File: config.mk
export PLATFORM = sky130hd
export DESIGN_NAME = pipelined_decoder_flat
export DESIGN_NICKNAME = d
export VERILOG_FILES = /design/src/rtl/pipelined_decoder_if.sv /design/src/rtl/pipelined_decoder.sv /design/src/flat_wrapper.sv
export SDC_FILE = /design/constraint.sdc
export NUM_CORES = 1
export LEC_CHECK = 0
export BUFFER_PORTS_ARGS = -buffer_cell sky130_fd_sc_hd__buf_2
export CAP_MARGIN = 0
export CORE_MARGIN = 5
export CORE_UTILIZATION = 40
export CTS_BUF_LIST = sky130_fd_sc_hd__clkbuf_2 sky130_fd_sc_hd__clkbuf_4 sky130_fd_sc_hd__clkbuf_8
export DETAILED_ROUTE_END_ITERATION = 8
export MAX_ROUTING_LAYER = met4
export PLACE_DENSITY = 0.78
export SETUP_SLACK_MARGIN = 0.15
export SLEW_MARGIN = 20
export SYNTH_ARGS = -nofsm -noshare
export SYNTH_HDL_FRONTEND = slang
export SYNTH_SLANG_ARGS = --single-unit
File: constraint.sdc
create_clock -name clk -period 2.4 [get_ports clk]
set_clock_uncertainty 0.2 [all_clocks]
set_input_delay 0 -clock clk [delete_from_list [all_inputs] [get_ports clk]]
set_output_delay 0 -clock clk [all_outputs]
set_load 0.03 [all_outputs]
File: src/rtl/pipelined_decoder_if.sv
// Fetch/execute handshake bundle for pipelined_decoder. The decoder uses the slave modport and the
// fetch/execute environment uses the master modport.
interface pipelined_decoder_if #(
  parameter int unsigned INSTR_W = 64,
  parameter int unsigned RA_W    = 5,
  parameter int unsigned IMM_W   = 32
);
  logic               in_valid;
  logic               in_ready;
  logic [INSTR_W-1:0] instr;
  logic [3:0]         flags;
  logic               flags_wb;
  logic               out_valid;
  logic               out_ready;
  logic [7:0]         op;
  logic [RA_W-1:0]    addr_a;
  logic [RA_W-1:0]    addr_b;
  logic [RA_W-1:0]    write_addr;
  logic [IMM_W-1:0]   immediate;
  logic               regwrite;
  logic               use_imm;
  logic               memwrite;
  logic               memtoreg;
  logic               branch;
  logic               setflags;
  logic               flag_stall;

  modport master (
    output in_valid, instr, flags, flags_wb, out_ready,
    input  in_ready, out_valid, op, addr_a, addr_b, write_addr, immediate,
    input  regwrite, use_imm, memwrite, memtoreg, branch, setflags, flag_stall
  );

  modport slave (
    input  in_valid, instr, flags, flags_wb, out_ready,
    output in_ready, out_valid, op, addr_a, addr_b, write_addr, immediate,
    output regwrite, use_imm, memwrite, memtoreg, branch, setflags, flag_stall
  );
endinterface

File: src/rtl/pipelined_decoder.sv
// Single-stage instruction decoder with flag-hazard interlock on conditional branches.
// Define DECODER_SKID_EN to add a one-entry skid buffer so in_ready no longer depends on out_ready.
module pipelined_decoder #(
  parameter int unsigned INSTR_W      = 64,
  parameter int unsigned RA_W         = 5,
  parameter int unsigned IMM_W        = 32,
  parameter int unsigned MAX_INFLIGHT = 3
) (
  input logic               clk,
  input logic               rst,
  pipelined_decoder_if.slave bus
);
  localparam int unsigned PW = $clog2(MAX_INFLIGHT + 1);

  localparam logic [7:0] OpAdd  = 8'h01;
  localparam logic [7:0] OpAddi = 8'h02;
  localparam logic [7:0] OpSub  = 8'h03;
  localparam logic [7:0] OpSubi = 8'h04;
  localparam logic [7:0] OpCmp  = 8'h05;
  localparam logic [7:0] OpCmpi = 8'h06;
  localparam logic [7:0] OpLdr  = 8'h07;
  localparam logic [7:0] OpStr  = 8'h08;
  localparam logic [7:0] OpB    = 8'h10;
  localparam logic [7:0] OpBr   = 8'h11;
  // Conditional branches: immediate forms 0x20..0x25, register forms 0x28..0x2D.
  // Low three bits select EQ, NE, GT, GE, LT, LE in both ranges.
  localparam logic [7:0] OpBeq  = 8'h20;
  localparam logic [7:0] OpBle  = 8'h25;
  localparam logic [7:0] OpBreq = 8'h28;
  localparam logic [7:0] OpBrle = 8'h2D;

  typedef struct packed {
    logic [7:0]       op;
    logic [RA_W-1:0]  write_addr;
    logic [RA_W-1:0]  addr_a;
    logic [RA_W-1:0]  addr_b;
    logic [IMM_W-1:0] immediate;
    logic             regwrite;
    logic             use_imm;
    logic             memwrite;
    logic             memtoreg;
    logic             branch;
    logic             setflags;
  } bundle_t;

  bundle_t        dec;
  bundle_t        out_d, out_q;
  logic           out_valid_d, out_valid_q;
  logic [PW-1:0]  pend_d, pend_q;
  logic           is_cond, cond_true;
  logic           flag_n, flag_z;
  logic           pend_nz, pend_full;
  logic           cond_hold, sf_hold, space_ok;
  logic           in_ready_w, accept, pop;
  logic           unused_bits;

`ifdef DECODER_SKID_EN
  bundle_t        skid_d, skid_q;
  logic           skid_valid_d, skid_valid_q;
`endif

  assign flag_n      = bus.flags[0];
  assign flag_z      = bus.flags[1];
  assign unused_bits = ^{bus.flags[3:2], bus.instr};

  always_comb begin
    dec            = '0;
    dec.op         = bus.instr[7:0];
    dec.write_addr = bus.instr[8 +: RA_W];
    dec.addr_a     = bus.instr[8 + RA_W +: RA_W];
    dec.addr_b     = bus.instr[8 + 2 * RA_W +: RA_W];
    dec.immediate  = bus.instr[INSTR_W - IMM_W +: IMM_W];
    is_cond        = (dec.op >= OpBeq && dec.op <= OpBle) || (dec.op >= OpBreq && dec.op <= OpBrle);
    cond_true      = 1'b0;
    case (dec.op[2:0])
      3'd0:    cond_true = flag_z;
      3'd1:    cond_true = ~flag_z;
      3'd2:    cond_true = ~flag_n & ~flag_z;
      3'd3:    cond_true = ~flag_n | flag_z;
      3'd4:    cond_true = flag_n & ~flag_z;
      default: cond_true = flag_n | flag_z;
    endcase
    case (dec.op)
      OpAdd, OpSub: begin
        dec.regwrite = 1'b1;
        dec.setflags = 1'b1;
      end
      OpAddi, OpSubi: begin
        dec.regwrite = 1'b1;
        dec.use_imm  = 1'b1;
        dec.setflags = 1'b1;
      end
      OpCmp:  dec.setflags = 1'b1;
      OpCmpi: begin
        dec.setflags = 1'b1;
        dec.use_imm  = 1'b1;
      end
      OpLdr: begin
        dec.regwrite = 1'b1;
        dec.memtoreg = 1'b1;
      end
      OpStr: dec.memwrite = 1'b1;
      OpB: begin
        dec.branch  = 1'b1;
        dec.use_imm = 1'b1;
      end
      OpBr:  dec.branch = 1'b1;
      default: begin
        if (is_cond) begin
          dec.branch  = cond_true;
          dec.use_imm = (dec.op <= OpBle);
        end
      end
    endcase
  end

  assign pend_nz   = (pend_q != '0);
  assign pend_full = (pend_q == PW'(MAX_INFLIGHT));
  // A branch must not resolve on flags that an older, unretired instruction will still change.
  assign cond_hold = is_cond & (pend_nz | (out_valid_q & out_q.setflags));
  assign sf_hold   = dec.setflags & pend_full & ~bus.flags_wb;

`ifdef DECODER_SKID_EN
  assign space_ok = ~skid_valid_q;
`else
  assign space_ok = ~out_valid_q | bus.out_ready;
`endif

  assign in_ready_w     = ~rst & space_ok & ~cond_hold & ~sf_hold;
  assign accept         = bus.in_valid & in_ready_w;
  assign pop            = out_valid_q & bus.out_ready;
  assign bus.in_ready   = in_ready_w;
  assign bus.flag_stall = ~rst & bus.in_valid & cond_hold;

  always_comb begin
    out_d       = out_q;
    out_valid_d = out_valid_q;
    pend_d      = pend_q;
`ifdef DECODER_SKID_EN
    skid_d       = skid_q;
    skid_valid_d = skid_valid_q;
    if (skid_valid_q) begin
      if (pop) begin
        out_d        = skid_q;
        skid_valid_d = 1'b0;
      end
    end else if (accept) begin
      if (~out_valid_q | pop) begin
        out_d       = dec;
        out_valid_d = 1'b1;
      end else begin
        skid_d       = dec;
        skid_valid_d = 1'b1;
      end
    end else if (pop) begin
      out_valid_d = 1'b0;
    end
`else
    if (accept) begin
      out_d       = dec;
      out_valid_d = 1'b1;
    end else if (pop) begin
      out_valid_d = 1'b0;
    end
`endif
    if ((accept & dec.setflags) && !(bus.flags_wb & pend_nz)) begin
      pend_d = pend_q + PW'(1);
    end else if (!(accept & dec.setflags) && (bus.flags_wb & pend_nz)) begin
      pend_d = pend_q - PW'(1);
    end
  end

  always_ff @(posedge clk) begin
    if (rst) begin
      out_q       <= '0;
      out_valid_q <= 1'b0;
      pend_q      <= '0;
`ifdef DECODER_SKID_EN
      skid_q       <= '0;
      skid_valid_q <= 1'b0;
`endif
    end else begin
      out_q       <= out_d;
      out_valid_q <= out_valid_d;
      pend_q      <= pend_d;
`ifdef DECODER_SKID_EN
      skid_q       <= skid_d;
      skid_valid_q <= skid_valid_d;
`endif
    end
  end

  assign bus.out_valid  = out_valid_q;
  assign bus.op         = out_q.op;
  assign bus.write_addr = out_q.write_addr;
  assign bus.addr_a     = out_q.addr_a;
  assign bus.addr_b     = out_q.addr_b;
  assign bus.immediate  = out_q.immediate;
  assign bus.regwrite   = out_q.regwrite;
  assign bus.use_imm    = out_q.use_imm;
  assign bus.memwrite   = out_q.memwrite;
  assign bus.memtoreg   = out_q.memtoreg;
  assign bus.branch     = out_q.branch;
  assign bus.setflags   = out_q.setflags;
endmodule

File: src/flat_wrapper.sv
// flat-port wrapper written by rule: the top's interface ports become plain ports
module pipelined_decoder_flat 
#(
  parameter int unsigned INSTR_W      = 64,
  parameter int unsigned RA_W         = 5,
  parameter int unsigned IMM_W        = 32,
  parameter int unsigned MAX_INFLIGHT = 3
)
  (clk, rst, bus_in_valid, bus_instr, bus_flags, bus_flags_wb, bus_out_ready, bus_in_ready, bus_out_valid, bus_op, bus_addr_a, bus_addr_b, bus_write_addr, bus_immediate, bus_regwrite, bus_use_imm, bus_memwrite, bus_memtoreg, bus_branch, bus_setflags, bus_flag_stall);
  pipelined_decoder_if #(.INSTR_W(INSTR_W), .RA_W(RA_W), .IMM_W(IMM_W)) bus_i ();
  input logic clk;
  input logic rst;
  input wire logic [$bits(bus_i.in_valid)-1:0] bus_in_valid;
  input wire logic [$bits(bus_i.instr)-1:0] bus_instr;
  input wire logic [$bits(bus_i.flags)-1:0] bus_flags;
  input wire logic [$bits(bus_i.flags_wb)-1:0] bus_flags_wb;
  input wire logic [$bits(bus_i.out_ready)-1:0] bus_out_ready;
  output wire logic [$bits(bus_i.in_ready)-1:0] bus_in_ready;
  output wire logic [$bits(bus_i.out_valid)-1:0] bus_out_valid;
  output wire logic [$bits(bus_i.op)-1:0] bus_op;
  output wire logic [$bits(bus_i.addr_a)-1:0] bus_addr_a;
  output wire logic [$bits(bus_i.addr_b)-1:0] bus_addr_b;
  output wire logic [$bits(bus_i.write_addr)-1:0] bus_write_addr;
  output wire logic [$bits(bus_i.immediate)-1:0] bus_immediate;
  output wire logic [$bits(bus_i.regwrite)-1:0] bus_regwrite;
  output wire logic [$bits(bus_i.use_imm)-1:0] bus_use_imm;
  output wire logic [$bits(bus_i.memwrite)-1:0] bus_memwrite;
  output wire logic [$bits(bus_i.memtoreg)-1:0] bus_memtoreg;
  output wire logic [$bits(bus_i.branch)-1:0] bus_branch;
  output wire logic [$bits(bus_i.setflags)-1:0] bus_setflags;
  output wire logic [$bits(bus_i.flag_stall)-1:0] bus_flag_stall;
  assign bus_i.in_valid = bus_in_valid;
  assign bus_i.instr = bus_instr;
  assign bus_i.flags = bus_flags;
  assign bus_i.flags_wb = bus_flags_wb;
  assign bus_i.out_ready = bus_out_ready;
  assign bus_in_ready = bus_i.in_ready;
  assign bus_out_valid = bus_i.out_valid;
  assign bus_op = bus_i.op;
  assign bus_addr_a = bus_i.addr_a;
  assign bus_addr_b = bus_i.addr_b;
  assign bus_write_addr = bus_i.write_addr;
  assign bus_immediate = bus_i.immediate;
  assign bus_regwrite = bus_i.regwrite;
  assign bus_use_imm = bus_i.use_imm;
  assign bus_memwrite = bus_i.memwrite;
  assign bus_memtoreg = bus_i.memtoreg;
  assign bus_branch = bus_i.branch;
  assign bus_setflags = bus_i.setflags;
  assign bus_flag_stall = bus_i.flag_stall;
  pipelined_decoder #(.INSTR_W(INSTR_W), .RA_W(RA_W), .IMM_W(IMM_W), .MAX_INFLIGHT(MAX_INFLIGHT)) u_core (.clk(clk), .rst(rst), .bus(bus_i));
endmodule
### Word level (Yosys, flattened, before mapping)

Index checks and enable logic that the tools add are counted.

| operators by class | value |
|---|---|
| add/sub/neg operators | 2 |
| multiply operators | 0 |
| divide/modulo/power cells | 0 |
| $lt $le $gt $ge | 4 |
| equality and inequality tests | 15 |
| shift-type cells | 0 |
| muxes and demuxes | 13 |
| bitwise operators | 26 |
| reduce and logical (&&, ||, !) cells | 17 |

Operators with widths:

| kind | number |
|---|---|
| equality test 8 x 3 -> 1 bit, second input constant | 4 |
| equality test 8 x 2 -> 1 bit, second input constant | 2 |
| equality test 8 x 5 -> 1 bit, second input constant | 2 |
| greater-or-equal comparator 8 x 6 -> 1 bit, second input constant | 2 |
| <= comparator 8 x 6 -> 1 bit, second input constant | 2 |
| AND 1 bit | 15 |
| OR reduction 6 bit | 2 |
| equality test 8 x 1 -> 1 bit, second input constant | 1 |
| equality test 8 x 4 -> 1 bit, second input constant | 1 |
| 2-to-1 mux 1 bit | 8 |
| OR reduction 8 bit | 1 |
| inverter 1 bit | 7 |
| equality test 3 x 2 -> 1 bit, second input constant | 2 |
| nonzero test 2 bit | 3 |
| case mux 1 bit (5 select lines) | 1 |
| OR reduction 5 bit | 1 |
| logical AND 1 bit | 4 |
| 2-to-1 mux 2 bit | 2 |
| OR 1 bit | 4 |
| case mux 1 bit (2 select lines) | 2 |
| OR reduction 4 bit | 1 |
| equality test 3 x 1 -> 1 bit, second input constant | 1 |
| equality test 3 bit, second input constant | 1 |
| logical NOT 3 bit | 1 |
| other kinds (6) | 7 |

| storage, ports and cells | value |
|---|---|
| flip-flop bits (word level) | 64 |
| latch bits | 0 |
| bits in writable memories | 0 |
| bits in read-only memories | 0 |
| bits of input ports | 73 |
| output and inout bits | 64 |
| word-level logic and storage cells | 90 |
| memories | 0 |

### Depth between registers and ports, before layout

Gate-level depths: netlist (run 1).

| logic depth | value |
|---|---|
| depth in word-level cells | 13 |
| depth in mapped cells | 10 |
| depth with buffers taken out | 9 |

### Least setup slack after synthesis (run 1)

No wires, ideal clock.

| timing path | value |
|---|---|
| kind | reg2reg |
| start point | register u_core.out_valid_q (netlist: u_core.bus.out_valid) |
| end point | register u_core.pend_q[1] |
| setup time | 0.070 ns |
| arrival | 1.929 ns |
| required time | 2.130 ns |
| slack | 0.200 ns |
| cell stages (with the launch flop) | 8 |
| buffers on the path | 0 |
| period minus slack after synthesis | 2.200 ns |
| path through | dfxtp_1 -> nor2b_1 -> a41o_1 -> a221oi_1 -> and4b_1 -> ha_1 -> or3_1 -> a21oi_1 |

| on the way | value |
|---|---|
| longest elaborated chain between the ends | 11 |
| elaborated cells between the ends (all ways) | 16 |
| classes of those cells | mux: 1; bitwise: 11; reduce/logical: 4 |

RTL lines:

| what | RTL line | text |
|---|---|---|
| start, declared | pipelined_decoder.sv:48 | `logic out_valid_d, out_valid_q;` |
| start signal, assigned | pipelined_decoder.sv:184 | `out_valid_q <= out_valid_d;` |
| AND 1 bit | pipelined_decoder.sv:120 | `assign cond_hold = is_cond & (pend_nz \| (out_valid_q & out_q.setflags));` |
| OR 1 bit | pipelined_decoder.sv:120 |  |
| AND 1 bit | pipelined_decoder.sv:120 |  |
| inverter 1 bit | pipelined_decoder.sv:129 | `assign in_ready_w = ~rst & space_ok & ~cond_hold & ~sf_hold;` |
| AND 1 bit (*) (2 in a row) | pipelined_decoder.sv:129 |  |
| AND 1 bit (*) | pipelined_decoder.sv:130 | `assign accept = bus.in_valid & in_ready_w;` |
| AND 1 bit (*) | pipelined_decoder.sv:166, pipelined_decoder.sv:168 |  |
| logical NOT 1 bit | pipelined_decoder.sv:168 | `end else if (!(accept & dec.setflags) && (bus.flags_wb & pend_nz)) begin` |
| logical AND 1 bit | pipelined_decoder.sv:168 |  |
| nonzero test 2 bit (no source line) | n/a |  |
| end signal, assigned | pipelined_decoder.sv:185 | `pend_q <= pend_d;` |
| end, declared | pipelined_decoder.sv:49 | `logic [PW-1:0] pend_d, pend_q;` |

Mark *: on every way between the ends. The rest lies on a longest branch, timed or not.
A chain may end at the register's enable or synchronous reset.

### Worst setup path in the final report (run 1)

| timing path | value |
|---|---|
| start point | register u_core.pend_q[0] |
| end point | register u_core.out_q (netlist bit u_core.bus.op[5]) |

| on the way | value |
|---|---|
| longest elaborated chain between the ends | 7 |
| elaborated cells between the ends (all ways) | 11 |
| classes of those cells | eq/ne: 1; bitwise: 9; reduce/logical: 1 |

RTL lines:

| what | RTL line | text |
|---|---|---|
| nonzero test 2 bit | pipelined_decoder.sv:117 | `assign pend_nz = (pend_q != '0);` |
| OR 1 bit | pipelined_decoder.sv:120 |  |
| AND 1 bit | pipelined_decoder.sv:120 |  |
| inverter 1 bit | pipelined_decoder.sv:129 |  |
| AND 1 bit | pipelined_decoder.sv:129 |  |
| AND 1 bit (*) | pipelined_decoder.sv:129 |  |
| AND 1 bit (*) | pipelined_decoder.sv:130 |  |
| end signal, assigned | pipelined_decoder.sv:183 | `out_q <= out_d;` |
| end, declared | pipelined_decoder.sv:47 | `bundle_t out_d, out_q;` |

Marked as above.

==> impl_metrics.ini, run 1 <==
[final_layout]
design_area_sq_um = 4140
mostFrequentLayoutCells = buf_2, dfxtp_1, nor2_1
layout_commonest_cell = buf_2
fillers = 523
n_antenna_cell = 0
fin_util = 0.648
nets = 527
syn_to_final_growth_pct = 57.5
final_cells = 534
drive_gt1_frac = 0.346

[synth]
avgSynthCellArea_sq_um = 9.95
synthAdderAreaFrac = 0.00476
synth_flop_cell = dfxtp_1
syn-cell-area_sq_um = 2630
yosysWarnings = 0
async_flop_share = 0
synth_cell_types = 40
ys_seq_area_frac = 0.488
yosys.area.top_type = dfxtp_1
synth_compound_area_frac = 0.0495
synth_edf_count = 0
syn_inst = 264
syn-num-nets = 338
synthXorXnorAreaFrac = 0.0133
yosys.area_share.simple = 0.182
ys_seq_elements = 64
synth_area_leaders = dfxtp_1, mux2i_1, nor2_1, buf_6, xor2_1
synth_top_family_by_area = multiplexers
yosys-mux-area-fraction = 0.213
synth_top_area_share = 0.488

[timing]
hold_violations = 0
fmax_mhz = 458
rsz0062_at_grt = yes
slew_headroom = 0.551
finalMaxSlewViolations = 0
tns_ps = 0
setup_viol = 0
min_period_ps = 2180
period_share = 0.909
worst_pin_slew_ps = 674

[power]
swShare = 0.292
p_per_area_nw_per_um2 = 624
pwr-share-clk = 0.321
p_sw_uw = 754
power_frac_seq = 0.453
p_leak_nw = 2.12
pwr-share-comb = 0.226
total_power_mw = 2.58
vdd_drop_max_mv = 0.383
p_int_mw = 1.83

[place]
placed_area_sq_um = 3310
dp_hpwl_mm = 4.71
dp_cells = 457
place.gp.congestion = 0.828
portBuffers = 125

[clock_network]
numCtsBuffers = 9
insertion_delay_ps = 330
cts_max_level = 3
clk_path_buf_depth = 2
cts-root-buf = clkbuf_8
path_clk_slew_ps = 70
cts.sinks = 64
cts_tree = built

[routing]
wirelength_mm = 7.79
vias_per_cell = 4.87
ant_nets = 0
drtPass1Iterations = 4
vias = 2598
drt-initial-drc-count = 88
drc = 0
wl_per_cell_microns = 14.6

[global_routing]
antenna_found_initial = 0
grt.total_usage = 0.193
grt_max_degree = 67
grt_pass1_vias = 2702
grt_pass1_wl_mm = 12.7
overflow = 0

[flow_run]
max_cap_viol_count = 0

[worst_setup_path]
worst_setup_path_end_kind = flop
crit_type = reg2reg
start_kind = flop
critPathRequiredTime_ps = 2400
critPathArrivalTime_ps = 2180
crit_fanout = 8

[die]
start_util = 0.411
die_h_microns = 91.0
die_w_microns = 91.0
num_io_pins = 137
num_rows = 29
die_area_sq_um = 8290
core_area_sq_um = 6390

[min_path]
hp-class = in2reg

[outcome]
status = finished, final reports clean
[registers in the layout, summed over array words and instances (netlist names)]
register and count:
u_core.bus.branch 1, u_core.bus.write_addr 5, u_core.bus.immediate 32, u_core.bus.regwrite 1
u_core.pend_q 2, u_core.bus.addr_b 5, u_core.bus.memtoreg 1, u_core.bus.addr_a 5
u_core.bus.op 8, u_core.bus.out_valid 1, u_core.bus.memwrite 1, u_core.bus.use_imm 1
u_core.bus.setflags 1
[final cells by class]
type | instances | area (sq um) | area share
timing repair buffer | 195 | 1340 | 0.323
multi-input combinational | 181 | 1240 | 0.299
clock inverter | 3 | 17.5 | 0.00424
inverter | 2 | 7.51 | 0.00182
sequential | 64 | 1280 | 0.310
clock buffer | 12 | 159 | 0.0384
tap | 77 | 96.3 | 0.0233
[cells in the mapped netlist, drive strengths merged (2+ instances only)]
cell type	n
or3	4
dfxtp	64
o221ai	2
inv	2
a21oi	6
or2	2
nor2b	4
xor2	4
nand2	8
mux2i	56
nand3b	4
o21ai	3
nor4b	2
clkbuf	6
buf	11
nor3	6
nand2b	2
nor2	61
nand3	3
[repair_timing]
action,in CTS,in global routing
hold buffers,59,0
hold endpoints to repair,60,0
endpoints found under the setup margin,0,21
gates resized for setup,0,2
setup buffers,0,3
[power by group through the flow]
stage / clock (mW) / sequential, mW / combinational (mW)
CTS: 0.850 / 1.17 / 0.565
floorplan: 0 / 1.31 / 0.211
global placement: 0 / 1.19 / 0.481
global route: 0.903 / 1.18 / 0.630
detailed placement: 0 / 1.19 / 0.491
finish: 0.828 / 1.17 / 0.584
[final timing paths]
kind                                                       start                               end  slack, ps  cells after the start
worst max-delay path               u_core.pend_q[0]$_SDFFE_PP0P_     u_core.bus.op[5]$_SDFFE_PP0P_        220                      8
worst min-delay path                                bus_instr[2]   u_core.bus.use_imm$_SDFFE_PP0P_         10                      4
worst max register to register     u_core.pend_q[0]$_SDFFE_PP0P_     u_core.bus.op[5]$_SDFFE_PP0P_        220                      8
worst min register to register  u_core.bus.regwrite$_SDFFE_PP0P_  u_core.bus.regwrite$_SDFFE_PP0P_        250                      2
[cell families (layout without fill, tap and decap cells)]
family | after synthesis | after routing
buffers and inverters | 19 | 212
DFF | 64 | 64
xor gates and xnor gates | 4 | 4
adders and majority gates | 1 | 1
AOI/OAI and AO/OA | 19 | 19
muxes | 56 | 56
and+or+nand+nor | 101 | 101
[per-stage QoR]
step	worst slack [ps]	hold slack [ps]
2_1_floorplan	200	-56.1
3_3_place_gp	144	27.6
3_5_place_dp	70.9	38.0
4_1_cts	157	10.5
5_1_grt	109	41.2
6_report	217	12.5
[critical path: stages (launching register included)]
cell and delay [ps]:
dfxtp_1 310, buf_4 150, or2_2 300, a31oi_1 300, nand3b_4 190, buf_12 180, buf_4 170, mux2i_1 180
nor2_1 60
[metal layers]
| metal | wire (microns) | global-route usage | vias to the layer above | share of wire |
|---|---|---|---|---|
| met1 | 3120 | 0.207 | 1197 | 0.40 |
| li1 | - | - | 1283 | - |
| met5 | 0 | - | - | 0 |
| met2 | 3920 | 0.323 | 101 | 0.50 |
| met4 | 161 | 0.0758 | 0 | 0.021 |
| met3 | 593 | 0.0686 | 17 | 0.076 |
No activity file was read; power rests on OpenSTA's default activity.
==> inputs of run 2 (changes only) <==
Settings changed: ABC_AREA set to 1, CORE_MARGIN 5 to 2, PLACE_DENSITY 0.78 to 0.76.
Clock period 2.4 ns to 2.45 ns, I/O delays scaled along.
==> impl_metrics.ini, run 2 <==
[die]
die_w_microns = 91.2
die_area_sq_um = 8320
start_util = 0.417
num_io_pins = 137
die_h_microns = 91.2
core_area_sq_um = 7290
num_rows = 31

[global_routing]
grt_pass1_vias = 3298
overflow = 0
grt_max_degree = 43
grt_pass1_wl_mm = 14.3
grt.total_usage = 0.214
antenna_found_initial = 0

[place]
portBuffers = 125
dp_hpwl_mm = 5.27
place.gp.congestion = 0.812

[clock_network]
cts_max_level = 3
cts-root-buf = clkbuf_8
cts_tree = built
clk_path_buf_depth = 2
numCtsBuffers = 9
cts.sinks = 64
postCtsSetupBuffers = 0
insertion_delay_ps = 320
path_clk_slew_ps = 70

[synth]
synth_area_leaders = dfxtp_1, nand2_1, nor2_1, inv_1, buf_6
yosysWarnings = 0
synth_cell_types = 26
synthAdderAreaFrac = 0.00411
syn-cell-area_sq_um = 3040
async_flop_share = 0
syn_inst = 482
yosysMostFrequentCell = nand2_1
synth_edf_count = 0
synth_top_family_by_area = simple AND/OR/NAND/NOR gates
syn-num-nets = 556
synth_flop_cell = dfxtp_1
yosys-mux-area-fraction = 0
synth_commonest_cells = nand2_1, nor2_1, inv_1
yosys.area.top_type = dfxtp_1
ys_seq_area_frac = 0.421
yosys.area_share.simple = 0.400
synthXorXnorAreaFrac = 0
ys_seq_elements = 64
synth_top_area_share = 0.421
avgSynthCellArea_sq_um = 6.31
synth_compound_area_frac = 0.0284

[flow_run]
max_cap_viol_count = 0

[final_layout]
drive_gt1_frac = 0.243
nets = 740
syn_to_final_growth_pct = 49.1
fin_util = 0.622
largest_reg_flops = 32
mostFrequentLayoutCells = nand2_1, nor2_1, buf_2
layout_commonest_cell = nand2_1

[outcome]
status = finished, final reports clean

[routing]
ant_nets = 0
wirelength_mm = 8.43
drc = 0
vias = 3338
wl_per_cell_microns = 10.9
drtPass1Iterations = 4
drt-initial-drc-count = 123
vias_per_cell = 4.33

[worst_setup_path]
cp_slowest_stage_delay_ps = 520
crit_type = in2reg
crit_fanout = 6
worst_setup_path_end_kind = flop
critPathArrivalTime_ps = 2260
start_kind = primary input
critPathRequiredTime_ps = 2460
crit_slowest_cell = dlygate4sd3_1
path_cells = dlygate4sd3_1 -> buf_2 -> inv_2 -> o21ai_1 -> nor2_1 -> nand2_1 -> nand2_2 -> nor2_4 -> nand4_1 -> inv_1 -> ha_1 -> a21oi_1 -> o21ai_1 -> o21ai_1 -> a21oi_1
critPathMostFrequentCell = o21ai_1

[min_path]
hp-class = in2reg

[power]
p_per_area_nw_per_um2 = 588
vdd_drop_max_mv = 0.386
p_leak_nw = 2.56

[timing]
slew_headroom = 0.664
hold_violations = 0
fmax_mhz = 445
min_period_ps = 2250
worst_pin_slew_ps = 504
tns_ps = 0
period_share = 0.918
finalMaxSlewViolations = 0
rsz0062_at_grt = yes
setup_viol = 0
run 2: cell types whose count changed after synthesis, moves of 6 or more:
cell / change
inv_1: +71
nor2_1: +68
mux2i_1: -56
nand3_1: +6
nand2_1: +137
run 2: cell type report:
cell class	count	area, sq um
antenna	1	2.50
clock buffer	10	131
clock inverter	6	60.1
fill	673	2760
inverter	78	295
multi-input combinational	320	1330
sequential	64	1280
tap	99	124
timing repair buffer	193	1310
run 2: cell families after synthesis:
logic type / Yosys count
DFF: 64
AOI/OAI and AO/OA: 17
adders and majority gates: 1
and+or+nand+nor: 302
buffers and inverters: 98
run 2: what timing repair did:
item                                   in CTS  in global routing
hold buffers                               61                  0
setup endpoints to repair                   0                 41
gates resized for setup                     0                  3
endpoints found under the hold margin      63                  0
run 2: power by group:
part	internal (mW)	total (mW)	switching (mW)
combinational	0.242	0.631	0.388
clock	0.476	0.883	0.407
sequential	1.12	1.15	0.0357
run 2: worst paths after layout:
path / from / endpoint / slack, ps / depth (start not counted)
worst max-delay path: bus_instr[1] / u_core.pend_q[1]$_SDFFE_PP0P_ / 200 / 15
worst min-delay path: bus_instr[7] / u_core.bus.branch$_SDFFE_PP0P_ / 50 / 8
worst max register to register: u_core.pend_q[0]$_SDFFE_PP0P_ / u_core.pend_q[1]$_SDFFE_PP0P_ / 280 / 12
worst min register to register: u_core.bus.setflags$_SDFFE_PP0P_ / u_core.bus.setflags$_SDFFE_PP0P_ / 300 / 2
run 2: per-stage QoR:
stage	cell area [sq um]	instances	hold WS (ps)	setup WS [ps]	power (mW)
after global routing	4530	770	83.5	47.3	2.82
after floorplan	3040	482	-131	480	1.55
after detailed placement	3730	693	29.7	325	1.72
after CTS	4530	770	17.2	162	2.68
final	4540	771	46.1	201	2.67
after global placement	3730	693	21.0	453	1.70
run 2: critical path: cells and delay by family:
kind                       cells  cell delay (ps)
adders and majority gates      1              250
buffers and inverters          4              860
AOI/OAI and AO/OA              5              610
and+or+nand+nor                5              520
run 2: per-layer routing:
metal	vias up	global-route usage	wire, microns
met5	-	-	0
met4	0	0.0669	150
met3	17	0.0407	463
met2	112	0.377	4150
met1	1435	0.246	3660
li1	1774	-	-
==> inputs of run 3 (changes only) <==
Settings changed: PLACE_DENSITY 0.76 to 0.77.
==> impl_metrics.ini, run 3 (synthesis gave the netlist of run 2 again) <==
[outcome]
status = finished, final reports clean

[routing]
vias_per_cell = 4.40
vias = 3413
ant_nets = 0
drtPass1Iterations = 4
drc = 0
wl_per_cell_microns = 11.3
wirelength_mm = 8.73
drt-initial-drc-count = 108

[timing]
rsz0062_at_grt = yes
min_period_ps = 2240
setup_viol = 0
fmax_mhz = 447
finalMaxSlewViolations = 0
slew_headroom = 0.502
tns_ps = 0
worst_pin_slew_ps = 746
hold_violations = 0
hold_slack_ps = 44.8
period_share = 0.913

[die]
num_io_pins = 137
num_rows = 31
core_area_sq_um = 7290
die_area_sq_um = 8320
start_util = 0.417
die_w_microns = 91.2
die_h_microns = 91.2

[clock_network]
cts_tree = built
insertion_delay_ps = 320
clk_path_buf_depth = 2
numCtsBuffers = 9
cts_max_level = 3
cts-root-buf = clkbuf_8
path_clk_slew_ps = 70
cts.sinks = 64

[global_routing]
grt_pass1_wl_mm = 14.1
overflow = 0
grt.total_usage = 0.211
antenna_found_initial = 0
grt_max_degree = 52
grt_pass1_vias = 3245

[worst_setup_path]
critPathRequiredTime_ps = 2520
critPathArrivalTime_ps = 2310
path_cells = dlygate4sd3_1 -> clkbuf_4 -> inv_2 -> o21ai_1 -> nor2_2 -> nand2_1 -> nand2_2 -> nor2_4 -> nand4_1 -> buf_4 -> a21oi_1 -> dlygate4sd3_1
start_kind = primary input
cp_slowest_stage_delay_ps = 550
worst_setup_path_end_kind = flop
crit_slowest_cell = dlygate4sd3_1
critPathMostFrequentCell = dlygate4sd3_1
crit_fanout = 6
crit_type = in2reg

[power]
p_leak_nw = 2.62
vdd_drop_max_mv = 0.367
p_per_area_nw_per_um2 = 605

[final_layout]
fillers = 630
nets = 745
n_antenna_cell = 0
drive_gt1_frac = 0.253
layout_commonest_cell = nand2_1
largest_reg_flops = 32
syn_to_final_growth_pct = 53.4
mostFrequentLayoutCells = nand2_1, nor2_1, buf_2

[flow_run]
max_cap_viol_count = 0

[place]
dp_hpwl_mm = 5.02
portBuffers = 125
place.gp.congestion = 0.892

[min_path]
hp-class = in2reg
run 3: cell types whose count changed in the layout (fill, tap and decap cells not counted), moves of 2 or more:
cell / before / now
buf_2: 125 / 123
clkinv_2: 3 / 1
dlygate4sd3_1: 61 / 63
nor2_1: 129 / 127
nor2_2: 1 / 3
run 3: repair_timing:
action / 4_1_cts / 5_1_grt
hold buffers: 63 / 0
endpoints found under the hold margin: 63 / 0
buffers inserted: 0 / 5
endpoints found under the setup margin: 0 / 2
gates resized for setup: 0 / 11
run 3: path summary, 6_finish.rpt:
path | slack (ps) | end | depth (start not counted) | startpoint
setup reg to reg | 290 | u_core.bus.setflags$_SDFFE_PP0P_ | 9 | u_core.pend_q[0]$_SDFFE_PP0P_
setup / recovery | 210 | u_core.bus.setflags$_SDFFE_PP0P_ | 12 | bus_instr[1]
hold / removal | 40 | u_core.bus.branch$_SDFFE_PP0P_ | 8 | bus_instr[6]
hold reg to reg | 310 | u_core.bus.memtoreg$_SDFFE_PP0P_ | 4 | u_core.bus.memtoreg$_SDFFE_PP0P_
run 3: critical path, delay by kind of cell:
kind	cells	cell delay, ps
AOI/OAI and AO/OA	2	270
and+or+nand+nor	5	570
buffers and inverters	5	1470
run 3: area by class of cell:
cell class              count  area (sq um)  share of cell area
clock inverters             6          90.1              0.0193
clock buffers              10           138              0.0295
repair buffers            198          1400               0.299
multi-input cells         320          1340               0.288
well taps                  99           124              0.0265
flip-flops and latches     64          1280               0.275
inverters                  78           295              0.0633
run 3: power breakdown:
| group | total, mW | internal, mW | switching, mW |
|---|---|---|---|
| combinational | 0.648 | 0.253 | 0.395 |
| clock | 1.02 | 0.604 | 0.419 |
| sequential | 1.15 | 1.12 | 0.0368 |
run 3: per-stage QoR:
| step | std cells | area [sq um] | power, mW | setup slack, ps | util |
|---|---|---|---|---|---|
| floorplan | 482 | 3040 | 1.55 | 480 | - |
| global placement | 690 | 3720 | 1.70 | 447 | 0.510 |
| detailed placement | 690 | 3720 | 1.72 | 371 | 0.510 |
| CTS | 769 | 4570 | 2.82 | 155 | 0.627 |
| global route | 775 | 4670 | 2.97 | 123 | 0.640 |
| finish | 775 | 4670 | 2.82 | 213 | 0.640 |
run 3: per-layer routing:
layer  vias to the layer above  part of all wire  track usage
met4                         0             0.017       0.0720
met1                      1498              0.43        0.233
met5                         -                 0            -
met3                        14             0.057       0.0440
li1                       1782                 -            -
met2                       119              0.50        0.377
